==> src/rtl/dmem_arbiter.sv <==
// dmem_arbiter: shares one data-memory port between the CPU load/store path
// (port 0) and a loader/debug master (port 1). Round-robin with bounded
// bursts, combinational memory drive from the owner, registered read return.
module dmem_arbiter #(
  parameter int AW        = 32,
  parameter int DW        = 32,
  parameter int MAX_BURST = 4
) (
  input  logic          clk,
  input  logic          reset,
  // port 0: CPU load/store path
  input  logic          req0,
  input  logic          we0,
  input  logic [AW-1:0] addr0,
  input  logic [DW-1:0] wdata0,
  output logic          gnt0,
  output logic          rvalid0,
  output logic [DW-1:0] rdata0,
  // port 1: loader/debug master
  input  logic          req1,
  input  logic          we1,
  input  logic [AW-1:0] addr1,
  input  logic [DW-1:0] wdata1,
  output logic          gnt1,
  output logic          rvalid1,
  output logic [DW-1:0] rdata1,
  // CPU hold-off
  output logic          cpu_stall,
  // memory side
  output logic [AW-1:0] mem_addr,
  output logic [DW-1:0] mem_wdata,
  output logic          mem_read,
  output logic          mem_write,
  input  logic [DW-1:0] mem_rdata
);

  typedef enum logic [1:0] {
    IDLE = 2'd0,
    GNT0 = 2'd1,
    GNT1 = 2'd2
  } state_t;

  // Counter must be able to hold MAX_BURST itself (saturation value).
  localparam int CNT_W = (MAX_BURST < 1) ? 1 : $clog2(MAX_BURST + 1);
  localparam logic [CNT_W-1:0] CNT_MAX = CNT_W'(MAX_BURST);

  state_t           state_q, state_d;
  logic             rr_last_q, rr_last_d;
  logic [CNT_W-1:0] beat_cnt_q, beat_cnt_d;
  logic             rvalid0_q, rvalid0_d;
  logic             rvalid1_q, rvalid1_d;
  logic [DW-1:0]    rdata0_q, rdata0_d;
  logic [DW-1:0]    rdata1_q, rdata1_d;

  logic             beat0;
  logic             beat1;
  logic [CNT_W-1:0] cnt_inc;

  assign gnt0      = (state_q == GNT0);
  assign gnt1      = (state_q == GNT1);
  assign beat0     = gnt0 & req0;
  assign beat1     = gnt1 & req1;
  assign cpu_stall = req0 & ~gnt0;
  assign rvalid0   = rvalid0_q;
  assign rvalid1   = rvalid1_q;
  assign rdata0    = rdata0_q;
  assign rdata1    = rdata1_q;

  // Saturating beat count; once at MAX_BURST any further beat still counts as "burst full".
  assign cnt_inc = (beat_cnt_q == CNT_MAX) ? CNT_MAX : beat_cnt_q + CNT_W'(1);

  // Memory drive: owner's address/data, strobes only when the owner is actually requesting.
  always_comb begin
    mem_addr  = '0;
    mem_wdata = '0;
    mem_read  = 1'b0;
    mem_write = 1'b0;
    if (gnt0) begin
      mem_addr  = addr0;
      mem_wdata = wdata0;
      mem_read  = req0 & ~we0;
      mem_write = req0 & we0;
    end else if (gnt1) begin
      mem_addr  = addr1;
      mem_wdata = wdata1;
      mem_read  = req1 & ~we1;
      mem_write = req1 & we1;
    end
  end

  // Grant sequencing: round-robin from IDLE, bounded bursts under contention, no idle gap on hand-over.
  always_comb begin
    state_d    = state_q;
    rr_last_d  = rr_last_q;
    beat_cnt_d = beat_cnt_q;
    if (beat0) rr_last_d = 1'b0;
    if (beat1) rr_last_d = 1'b1;
    case (state_q)
      IDLE: begin
        beat_cnt_d = '0;
        if (req0 && req1) state_d = rr_last_q ? GNT0 : GNT1;
        else if (req0)    state_d = GNT0;
        else if (req1)    state_d = GNT1;
      end
      GNT0: begin
        if (!req0) begin
          state_d    = req1 ? GNT1 : IDLE;
          beat_cnt_d = '0;
        end else if (req1 && (cnt_inc == CNT_MAX)) begin
          state_d    = GNT1;
          beat_cnt_d = '0;
        end else begin
          beat_cnt_d = cnt_inc;
        end
      end
      GNT1: begin
        if (!req1) begin
          state_d    = req0 ? GNT0 : IDLE;
          beat_cnt_d = '0;
        end else if (req0 && (cnt_inc == CNT_MAX)) begin
          state_d    = GNT0;
          beat_cnt_d = '0;
        end else begin
          beat_cnt_d = cnt_inc;
        end
      end
      default: begin
        state_d    = IDLE;
        beat_cnt_d = '0;
      end
    endcase
  end

  // Read return: capture memory data on the edge closing a read beat, even if the grant moves there.
  always_comb begin
    rvalid0_d = beat0 & ~we0;
    rvalid1_d = beat1 & ~we1;
    rdata0_d  = rdata0_q;
    rdata1_d  = rdata1_q;
    if (rvalid0_d) rdata0_d = mem_rdata;
    if (rvalid1_d) rdata1_d = mem_rdata;
  end

  // All arbiter state; reset drops any pending response and favours port 0 first.
  always_ff @(posedge clk or negedge reset) begin
    if (!reset) begin
      state_q    <= IDLE;
      rr_last_q  <= 1'b1;
      beat_cnt_q <= '0;
      rvalid0_q  <= 1'b0;
      rvalid1_q  <= 1'b0;
      rdata0_q   <= '0;
      rdata1_q   <= '0;
    end else begin
      state_q    <= state_d;
      rr_last_q  <= rr_last_d;
      beat_cnt_q <= beat_cnt_d;
      rvalid0_q  <= rvalid0_d;
      rvalid1_q  <= rvalid1_d;
      rdata0_q   <= rdata0_d;
      rdata1_q   <= rdata1_d;
    end
  end

endmodule

==> config.mk <==
export PLATFORM = sky130hd
export DESIGN_NAME = dmem_arbiter
export DESIGN_NICKNAME = d
export VERILOG_FILES = /design/src/rtl/dmem_arbiter.sv
export SDC_FILE = /design/constraint.sdc
export NUM_CORES = 1
export LEC_CHECK = 0
export ABC_CLOCK_PERIOD_IN_PS = 2600
export CAP_MARGIN = 20
export CORE_AREA = 2 2 118 120
export DETAILED_ROUTE_END_ITERATION = 8
export DIE_AREA = 0 0 120 122
export PLACE_DENSITY = 0.71
export SYNTH_ARGS = -nofsm -noshare
export SYNTH_HDL_FRONTEND = slang
export SYNTH_SLANG_ARGS = --single-unit
==> constraint.sdc <==
create_clock -name clk -period 2.6 [get_ports clk]
set_input_delay 0.52 -clock clk [delete_from_list [all_inputs] [get_ports clk]]
set_output_delay 0.52 -clock clk [all_outputs]
set_load 0.01 [all_outputs]
==> summary.txt <==
Antenna violation net count after detailed routing - 0
GRT overflow - 0
Syn Inst Count - 410
Fin. max-slew vios - 0
Total Routing Usage GR - 0.201
Period utilisation layout - 0.971
First-pass GRT wire length - 22700 um
Final TNS setup - 0 ns
N_diodes - 0
Vias in the first global route - 4309
PD cells - 1050 nW/um^2
Maximum VDD drop - 373 uV
Dpl hpwl - 11300 um
Yosys warnings - 0
Worst setup margin - 0.0748 ns
Clock sink count - 72
Yosys cell types - 33
Die ar. - 14600 sq um
Via-per-instance ratio - 4.64
Power Total - 0.00759 W
Met3 wire len - 1170 um
Commonest non-fill, non-tap cell in the layout - clkdlybuf4s50_1
CTS Buffer Depth - 2
Core Region - 13500 sq um
Post-synthesis async set-or-reset flop share - 1.00
Clock Latency Late Sink - 0.33 ns
Clk pin slew, worst setup/hold paths - 0.06 ns
Final setup fails - 0
Max Used Layer - met4
Flip-flop and latch count after synthesis - 72
Worst slew pin tran - 0.540 ns
DIE HEIGHT - 122 um
Worst setup EP type - primary output
# port buffers - 300
Ys flop type - dfrtp_1
Drt pass-1 iters - 5
DR vias - 4144
Most frequent cells in the layout - 233 x clkdlybuf4s50_1, 197 x nand2_1, 71 x dfrtp_1
WP data required - 2.08 ns
Fin. Hold Viols - 0
Residual DRC - 0
Met2 routed WL - 8190 um
Clock skew - 0.00599 ns
Post-route cell area - 7200 sq um
Dpl ws - 0.0657 ns
CP Max Fanout - 16
Placed cell area - 6840 sq um
Num CTS Buffers - 9
Initial antenna violation count - 0
Initial core utilization - 0.270
Layout cells sized above 1 - 0.0743
CTS H-tree lvls - 3
Worst hold margin - 0.168 ns
Startpoint Class - register
Area Overhead vs Synth - 97.4%
Worst r2r path cells - 10
P_leak - 3.50 nW
Fmax - 396 MHz
Register area share after synthesis - 0.494
Ports - 301
GP Congestion - 0.785
Slack of the worst reg-to-reg path - 0.54 ns
Clk root buf - clkbuf_16
R2r endpoint - rdata1[26]
Largest net degree at the start of global routing - 51
Die X - 120 um
Syn Area/Cell - 8.90 sq um
DR iter-0 viols - 231
Total of fill cells in the finished design - 1216
TritonCTS clock tree - yes
Setup CP Type - reg2out
Metal-1 WL - 5330 um
Row count - 43
Tmin final - 2.53 ns
Rel. slew slack - 0.640
DR WL/cell - 16.7 um
RR Startpoint - state_q[0]
Synth Net Count - 582
WL final - 14900 um
Arrival time of the worst setup path - 2.01 ns
Max-cap viol count - 0
Post-synthesis cell area - 3650 sq um
Count of flip-flops with a built-in enable after synthesis - 0
HP Class - in2async
Final #Nets - 880
Outcome - finished, final reports clean
stage by stage:
stage               std cells  utilization
floorplan                 410            -
global placement          872        0.507
detailed placement        872        0.507
CTS                       893        0.532
global route              893        0.533
finish                    893        0.533
synthesized netlist by cell type, types with 2 or more instances:
| master | n | share of area |
|---|---|---|
| ha_1 | 6 | 0.021 |
| nand3_1 | 2 | 0.0027 |
| nor2b_1 | 4 | 0.0069 |
| o21ai_0 | 3 | 0.0041 |
| mux2_4 | 2 | 0.0082 |
| buf_2 | 16 | 0.022 |
| or2_1 | 2 | 0.0034 |
| buf_4 | 4 | 0.0082 |
| a21oi_1 | 5 | 0.0069 |
| a22o_1 | 64 | 0.15 |
| a211oi_2 | 2 | 0.0069 |
| inv_1 | 5 | 0.0051 |
| buf_6 | 5 | 0.015 |
| nand2_1 | 197 | 0.20 |
| dfrtp_1 | 71 | 0.49 |
| clkbuf_1 | 5 | 0.0051 |
sequential cells by signal, summed over array words and instances, names as in the netlist:
signal and cells:
rdata0 32, rdata1 32, beat_cnt_q 3, state_q 2
rr_last_q 1, rvalid0 1, rvalid1 1
routing by layer:
layer	up-vias	track usage
li1	1965	-
met1	1969	0.210
met2	191	0.384
met3	19	0.0510
met4	0	0.0772
met5	-	0
how the worst max path moves through the flow:
| stage | slack, ns | cells past startpoint | from | to |
|---|---|---|---|---|
| 2_1_floorplan | 0.54 | 8 | state_q[1] | mem_read |
| 3_5_place_dp | 0.07 | 5 | req1 | mem_read |
| 5_1_grt | -0.003 | 7 | state_q[0] | mem_addr[18] |
| 6_report | 0.07 | 7 | state_q[0] | mem_addr[18] |
| 4_1_cts | -0.006 | 6 | state_q[1] | mem_write |
| 3_3_place_gp | 0.06 | 5 | req1 | mem_read |
worst max-delay path, stage by stage (launching register included):
cell             delay [ns]
dfrtp_1                0.43
inv_2                  0.09
ha_1                   0.16
nor2b_4                0.21
buf_12                 0.13
bufbuf_16              0.28
a22o_1                 0.13
clkdlybuf4s15_1        0.25
cells by family after synthesis:
kind of cell | synth area share
and+or+nand+nor | 0.226
xor gates and xnor gates | 0.00240
adders and majority gates | 0.0206
muxes | 0.0144
DFF | 0.494
buffers and inverters | 0.0593
AOI/OAI and AO/OA | 0.183
layout make-up:
class | instances | area (sq um) | share of cell area
multi-input cells | 300 | 1650 | 0.229
flip-flops and latches | 72 | 1800 | 0.250
clock buffers | 13 | 280 | 0.0389
inverters | 7 | 27.5 | 0.00382
well taps | 180 | 225 | 0.0313
repair buffers | 318 | 3170 | 0.440
clock inverters | 3 | 46.3 | 0.00643
power breakdown:
part | switching, W | internal, W | leakage, nW
Sequential | 0.000290 | 0.00164 | 0.905
Clock | 0.000456 | 0.000850 | 0.158
Combinational | 0.00199 | 0.00236 | 2.43
Total | 0.00274 | 0.00485 | 3.50
what timing repair did:
item | 4_1_cts | 5_1_grt
hold buffers | 0 | 0
setup endpoints to repair | 67 | 17
resized for setup | 68 | 24
gates cloned | 2 | 0
setup buffers | 3 | 0
No activity file was read; power rests on OpenSTA's default activity.
